## config.mk

```make
export PLATFORM = sky130hd
export DESIGN_NAME = branch_resolve_unit_flat
export DESIGN_NICKNAME = d
export VERILOG_FILES = /design/src/rtl/branch_resolve_unit_pkg.sv /design/src/rtl/branch_resolve_unit_if.sv /design/src/rtl/branch_resolve_unit_cond_eval.sv /design/src/rtl/branch_resolve_unit.sv /design/src/flat_wrapper.sv
export SDC_FILE = /design/constraint.sdc
export NUM_CORES = 1
export LEC_CHECK = 0
export ABC_AREA = 1
export BUFFER_PORTS_ARGS = -buffer_cell sky130_fd_sc_hd__buf_2
export CAP_MARGIN = 20
export CORE_ASPECT_RATIO = 1.4
export CORE_MARGIN = 2
export CORE_UTILIZATION = 55
export CTS_CLUSTER_SIZE = 16
export DETAILED_ROUTE_END_ITERATION = 8
export PLACE_DENSITY = 0.83
export SLEW_MARGIN = 10
export SYNTH_ARGS = -nofsm -noshare
export SYNTH_HDL_FRONTEND = slang
export SYNTH_SLANG_ARGS = --single-unit
```

## constraint.sdc

```tcl
create_clock -name clk -period 6.85 [get_ports clk]
set_input_delay 1.37 -clock clk [delete_from_list [all_inputs] [get_ports clk]]
set_output_delay 1.37 -clock clk [all_outputs]
set_load 0.005 [all_outputs]
```

## src/rtl/branch_resolve_unit_pkg.sv

```systemverilog
// Shared constants for the branch resolve stage: branch kind codes and default PC width.
package mips_branch_pkg;

    localparam int PC_W_DEF = 16;

    localparam logic [2:0] BR_NONE = 3'b000;
    localparam logic [2:0] BR_BEQ  = 3'b001;
    localparam logic [2:0] BR_BNE  = 3'b010;
    localparam logic [2:0] BR_BLT  = 3'b011;
    localparam logic [2:0] BR_BGT  = 3'b100;
    localparam logic [2:0] BR_BLE  = 3'b101;
    localparam logic [2:0] BR_BGE  = 3'b110;
    localparam logic [2:0] BR_JUMP = 3'b111;

endpackage

```

## src/rtl/branch_resolve_unit_if.sv

```systemverilog
// Branch record handshake: comparator-side input record and fetch-side resolved result.
interface branch_resolve_unit_if #(parameter int PC_W = mips_branch_pkg::PC_W_DEF);

    logic            in_valid;
    logic            in_ready;
    logic [2:0]      br_kind;
    logic            lt;
    logic            gt;
    logic            eq;
    logic [PC_W-1:0] pc;
    logic [PC_W-1:0] offset;
    logic            out_valid;
    logic            out_ready;
    logic            taken;
    logic [PC_W-1:0] next_pc;
    logic            flag_err;

    modport master (
        output in_valid, br_kind, lt, gt, eq, pc, offset, out_ready,
        input  in_ready, out_valid, taken, next_pc, flag_err
    );

    modport slave (
        input  in_valid, br_kind, lt, gt, eq, pc, offset, out_ready,
        output in_ready, out_valid, taken, next_pc, flag_err
    );

endinterface

```

## src/rtl/branch_resolve_unit_cond_eval.sv

```systemverilog
// Combinational branch condition: maps kind and comparator flags to taken / malformed-flag error.
module branch_cond_eval
    import mips_branch_pkg::*;
(
    input  logic [2:0] br_kind,
    input  logic       lt,
    input  logic       gt,
    input  logic       eq,
    output logic       taken,
    output logic       flag_err
);

    logic one_hot;
    logic uses_flags;
    logic raw_taken;

    always_comb begin
        one_hot    = 1'b0;
        uses_flags = (br_kind != BR_NONE) && (br_kind != BR_JUMP);
        raw_taken  = 1'b0;

        case ({lt, gt, eq})
            3'b100, 3'b010, 3'b001: one_hot = 1'b1;
            default:                one_hot = 1'b0;
        endcase

        case (br_kind)
            BR_BEQ:  raw_taken = eq;
            BR_BNE:  raw_taken = !eq;
            BR_BLT:  raw_taken = lt;
            BR_BGT:  raw_taken = gt;
            BR_BLE:  raw_taken = lt | eq;
            BR_BGE:  raw_taken = gt | eq;
            BR_JUMP: raw_taken = 1'b1;
            default: raw_taken = 1'b0;
        endcase

        flag_err = uses_flags && !one_hot;
        taken    = raw_taken && !flag_err;
    end

endmodule

```

## src/rtl/branch_resolve_unit.sv

```systemverilog
// Registered branch resolve stage: condition, next-PC, valid/ready result register and statistics.
module branch_resolve_unit
    import mips_branch_pkg::*;
#(
    parameter int PC_W  = PC_W_DEF,
    parameter int CNT_W = 16
) (
    input  logic             clk,
    input  logic             rst_n,
    branch_resolve_unit_if.slave bus,
    input  logic             flush,
    input  logic             clr_stats,
    output logic             err_sticky,
    output logic [CNT_W-1:0] taken_cnt,
    output logic [CNT_W-1:0] ntaken_cnt
);

    logic            c_taken;
    logic            c_flag_err;
    logic [PC_W-1:0] c_next_pc;
    logic            accept;
    logic            xfer;

    logic            out_valid_q;
    logic            taken_q;
    logic [PC_W-1:0] next_pc_q;
    logic            flag_err_q;

    branch_cond_eval u_cond (
        .br_kind  (bus.br_kind),
        .lt       (bus.lt),
        .gt       (bus.gt),
        .eq       (bus.eq),
        .taken    (c_taken),
        .flag_err (c_flag_err)
    );

    always_comb begin
        bus.in_ready = !flush && (!out_valid_q || bus.out_ready);
        accept       = bus.in_valid && bus.in_ready;
        xfer         = out_valid_q && bus.out_ready;
        c_next_pc    = c_taken ? (bus.pc + PC_W'(1) + bus.offset) : (bus.pc + PC_W'(1));
    end

    // accept already excludes flush, so a flush cycle can only drain, never load
    always_ff @(posedge clk) begin
        if (!rst_n) begin
            out_valid_q <= 1'b0;
            taken_q     <= 1'b0;
            next_pc_q   <= '0;
            flag_err_q  <= 1'b0;
        end else if (accept) begin
            out_valid_q <= 1'b1;
            taken_q     <= c_taken;
            next_pc_q   <= c_next_pc;
            flag_err_q  <= c_flag_err;
        end else if (flush || xfer) begin
            out_valid_q <= 1'b0;
        end
    end

    always_ff @(posedge clk) begin
        if (!rst_n || clr_stats) begin
            taken_cnt  <= '0;
            ntaken_cnt <= '0;
            err_sticky <= 1'b0;
        end else begin
            if (xfer && taken_q && (taken_cnt != '1)) begin
                taken_cnt <= taken_cnt + CNT_W'(1);
            end
            if (xfer && !taken_q && (ntaken_cnt != '1)) begin
                ntaken_cnt <= ntaken_cnt + CNT_W'(1);
            end
            if (accept && c_flag_err) begin
                err_sticky <= 1'b1;
            end
        end
    end

    assign bus.out_valid = out_valid_q;
    assign bus.taken     = taken_q;
    assign bus.next_pc   = next_pc_q;
    assign bus.flag_err  = flag_err_q;

endmodule

```

## src/flat_wrapper.sv

```systemverilog
// flat-port wrapper written by rule: the top's interface ports become plain ports
module branch_resolve_unit_flat import mips_branch_pkg::*;
#(
    parameter int PC_W  = PC_W_DEF,
    parameter int CNT_W = 16
)
  (clk, rst_n, flush, clr_stats, err_sticky, taken_cnt, ntaken_cnt, bus_in_valid, bus_br_kind, bus_lt, bus_gt, bus_eq, bus_pc, bus_offset, bus_out_ready, bus_in_ready, bus_out_valid, bus_taken, bus_next_pc, bus_flag_err);
  branch_resolve_unit_if #(.PC_W(PC_W)) bus_i ();
  input  logic clk;
  input  logic rst_n;
  input  logic flush;
  input  logic clr_stats;
  output logic err_sticky;
  output logic [CNT_W-1:0] taken_cnt;
  output logic [CNT_W-1:0] ntaken_cnt;
  input wire logic [$bits(bus_i.in_valid)-1:0] bus_in_valid;
  input wire logic [$bits(bus_i.br_kind)-1:0] bus_br_kind;
  input wire logic [$bits(bus_i.lt)-1:0] bus_lt;
  input wire logic [$bits(bus_i.gt)-1:0] bus_gt;
  input wire logic [$bits(bus_i.eq)-1:0] bus_eq;
  input wire logic [$bits(bus_i.pc)-1:0] bus_pc;
  input wire logic [$bits(bus_i.offset)-1:0] bus_offset;
  input wire logic [$bits(bus_i.out_ready)-1:0] bus_out_ready;
  output wire logic [$bits(bus_i.in_ready)-1:0] bus_in_ready;
  output wire logic [$bits(bus_i.out_valid)-1:0] bus_out_valid;
  output wire logic [$bits(bus_i.taken)-1:0] bus_taken;
  output wire logic [$bits(bus_i.next_pc)-1:0] bus_next_pc;
  output wire logic [$bits(bus_i.flag_err)-1:0] bus_flag_err;
  assign bus_i.in_valid = bus_in_valid;
  assign bus_i.br_kind = bus_br_kind;
  assign bus_i.lt = bus_lt;
  assign bus_i.gt = bus_gt;
  assign bus_i.eq = bus_eq;
  assign bus_i.pc = bus_pc;
  assign bus_i.offset = bus_offset;
  assign bus_i.out_ready = bus_out_ready;
  assign bus_in_ready = bus_i.in_ready;
  assign bus_out_valid = bus_i.out_valid;
  assign bus_taken = bus_i.taken;
  assign bus_next_pc = bus_i.next_pc;
  assign bus_flag_err = bus_i.flag_err;
  branch_resolve_unit #(.PC_W(PC_W), .CNT_W(CNT_W)) u_core (.clk(clk), .rst_n(rst_n), .bus(bus_i), .flush(flush), .clr_stats(clr_stats), .err_sticky(err_sticky), .taken_cnt(taken_cnt), .ntaken_cnt(ntaken_cnt));
endmodule
```

==> metrics.md <==
| Metric | Value |
|---|---|
| Yosys cell types | 34 |
| CP delay by family, top | simple AND/OR/NAND/NOR gates |
| First-pass GRT wire length | 16,860 um |
| Flop-to-flop setup slack | 4.76 ns |
| H-Tree Depth | 2 |
| Unrepaired setup endpoints after global routing | false |
| Max incr delay on CP | 0.36 ns |
| Final Hold Vio Count | 0 |
| Pre-CTS WS | around 2.9 ns |
| Yosys reg bits | 52 |
| Avg Inst Size Synth | around 6 um^2 |
| Sequential fraction of the synthesis area | 26.49% |
| Largest net degree at the start of global routing | 24 |
| Max_cap viols | 0 |
| Layout Cells excl Fill | 825 |
| I/O pin cnt | 97 |
| Clock share of power | 26.8% |
| Post-route minimum period | 3.624 ns |
| Hold Crit Class | reg2reg |
| Initial Util | 56.66% |
| Clk sink count | 52 |
| Post-layout util | 65.42% |
| Die ar. | approximately 7800 um^2 |
| Sw frac | 33.18% |
| Post-DP Area | 4451 um^2 |
| Post-CTS Setup Bufs | 0 |
| Nets@finish | 796 |
| Slew Viols, Final | 0 |
| Reg power frac | 47.2% |
| Pre-Repair DR Iteration Count | 4 |
| Routability Congestion | 0.9320 |
| Antenna cells | 0 |
| Gate power share | 26.0% |
| Clock skew | 0.01036 ns |
| Worst vdd ir | ~0.089 mV |
| Vias in the first global route | between 3,000 and 4,000 |
| Initial antenna violation count | 0 |
| Hold Slack | 0.4565 ns |
| Layout area overhead | 15.47% |
| TNS Setup | 0 ns |
| Crit path capture type | register |
| Mapped Cells | 637 |
| Global route overflow | 0 |
| Buf/Inv on CP | 2 |
| Post-DP HPWL | roughly 8600 um |
| P_int | 0.4463 mW |
| Root Driver | clkbuf_8 |
| Crit Path Max Fanout | 4 |
| Cts repair resizes | 0 |
| Net switching power | around 0.22 mW |
| Cell area after layout | 4538 um^2 |
| Final wirelength | 10,390 um |
| Synth warn | 0 |
| Layout cells sized above 1 | ~16% |
| CTS tree | built |
| Cells after DPL | 817 |
| Mapped cell area | around 4000 um^2 |
| Final setup viols | 0 |
| Slew at the pin closest to its max-slew limit | 0.6913 ns |
| Die X | 75.44 um |
| CP startpoint kind | primary input |
| Leak Pwr | 2.293 nW |
| Core area | 6937 um^2 |
| CTS clk-pin slew, worst paths | 0.09 ns |
| CTS Buf Count | 5 |
| Routed Antenna Nets | 0 |
| Cell Pwr Density | ~150 nW/um^2 |
| Site Rows | 36 |
| Crit path DAT | 3.87 ns |
| Residual DRC | 0 |
| Drt via density | 5.221 |
| Critical path's slowest cell | ha_1 |
| Drt wl/cell | ~13 um |
| Critical path class | in2reg |
| DR iter-0 viols | about 160 |
| I/O Buffers | 96 |
| Crit share post-route | 52.90% |
| Req. time, crit path | 7.10 ns |
| Cell mode on critical path | nand2_1 |
| Outcome | finished, final reports clean |
| Max Fclk | roughly 280 MHz |
| Worst-path cell chain | buf_2, ha_1, nand2_1, nor2_1, nand2_1, xor2_1, inv_1, ha_1, nand2_1, nor2_1, nand3_1, nand3_1, xor2_1, nand2_1, a21oi_1 |
| Worst slew margin | between 50% and 60% |
| Clk buf depth | 2 |
| Die Height | 104.0 um |
| Clock Latency Late Sink | 0.32 ns |
| Via Count | 4,307 |
| Final Power | 0.6679 mW |
| Mapped Nets | 704 |
| Setup WS post-layout | 3.226 ns |
| Gr usage total | 26.88% |
| Hold_buf cts | 0 |
## registers in the layout (all words and copies together), names as in the netlist
signal,count
u_core.bus.next_pc,16
u_core.ntaken_cnt,16
u_core.taken_cnt,16
u_core.bus.flag_err,1
u_core.bus.out_valid,1
u_core.bus.taken,1
u_core.err_sticky,1
## Yosys cell counts (all sizes together)
cell type / count / area share (%)
nand2: 170 / 16
inv: 104 / 9.9
a21oi: 61 / 8.0
nor2: 61 / 5.9
nand3: 55 / 7.0
dfxtp: 52 / 26
o21ai: 32 / 4.2
ha: 22 / 7.0
xor2: 21 / 4.7
nor3: 14 / 1.9
buf: 9 / 1.9
nand4: 9 / 1.4
o211ai: 6 / 1.1
xnor2: 4 / 0.89
clkbuf: 3 / 0.29
a211oi: 2 / 0.38
nand3b: 2 / 0.38
nor4: 2 / 0.32
o21a: 2 / 0.38
o21bai: 2 / 0.38
a21o: 1 / 0.19
a31oi: 1 / 0.16
fa: 1 / 0.51
or2: 1 / 0.16
## path summary, 6_finish.rpt
kind                                           from                                 end  cells past startpoint
setup / recovery                          bus_pc[0]  u_core.bus.next_pc[9]$_SDFFE_PN0P_                     15
hold / removal       u_core.err_sticky$_SDFFE_PP0P_      u_core.err_sticky$_SDFFE_PP0P_                      2
setup reg to reg  u_core.bus.out_valid$_SDFFE_PN0P_  u_core.bus.next_pc[6]$_SDFFE_PN0P_                      8
hold reg to reg      u_core.err_sticky$_SDFFE_PP0P_      u_core.err_sticky$_SDFFE_PP0P_                      2
## kinds of logic after synthesis
logic type                 count (synthesis)  share of synthesized area (%)
xor gates and xnor gates                  25                          5.571
AOI/OAI and AO/OA                        107                          14.77
DFF                                       52                          26.49
and+or+nand+nor                          314                          33.52
adders and majority gates                 23                          7.513
buffers and inverters                    116                          12.13
## cell usage in the layout (no fill, tap or decap), types with 2 or more instances in the layout
master	instances
a21oi_1	59
nand2_1	167
inv_1	102
buf_2	96
ha_1	22
o21ai_1	4
a211oi_1	2
inv_2	2
nor3_1	13
o21a_1	2
nand2_2	3
nand4_1	9
clkbuf_8	5
nor4_1	2
nand3_1	55
clkinv_2	2
dfxtp_1	52
o21bai_1	2
nor2_1	60
xnor2_1	4
o21ai_0	27
nand3b_1	2
a21oi_2	2
xor2_1	21
o211ai_1	6
## metal layers
layer | share of wire, % | global-route usage (%) | vias up
li1 | - | - | 2226
met2 | 53 | 50.00 | 130
met1 | 39 | 28.85 | 1923
met3 | 4.7 | 3.876 | 28
met5 | 0 | 0 | -
met4 | 3.3 | 10.40 | 0
## final cells by class
cell class	count	area [um^2]
inverters	104	390.4
fillers	682	2399
clock inverters	3	18.77
multi-input cells	469	2412
clock buffers	5	68.82
repair buffers	97	488.0
flip-flops and latches	52	1041
well taps	95	118.9
## power by group through the flow
stage	combinational, mW	clock (mW)	sequential (mW)
3_3_place_gp	0.169	0	0.322
6_report	0.174	0.179	0.315
4_1_cts	0.174	0.181	0.315
2_1_floorplan	0.120	0	0.322
3_5_place_dp	0.172	0	0.322
5_1_grt	0.197	0.193	0.316
## worst reg2reg max path, cell delays in order (launching register included)
cell and delay, ns:
dfxtp_1 0.34, nand2_1 0.07, inv_1 0.04, nor2_1 0.16
nand2_1 0.35, inv_1 0.66, nand3_1 0.20, o211ai_1 0.13
inv_1 0.06
Power figures use the tool's default switching activity.
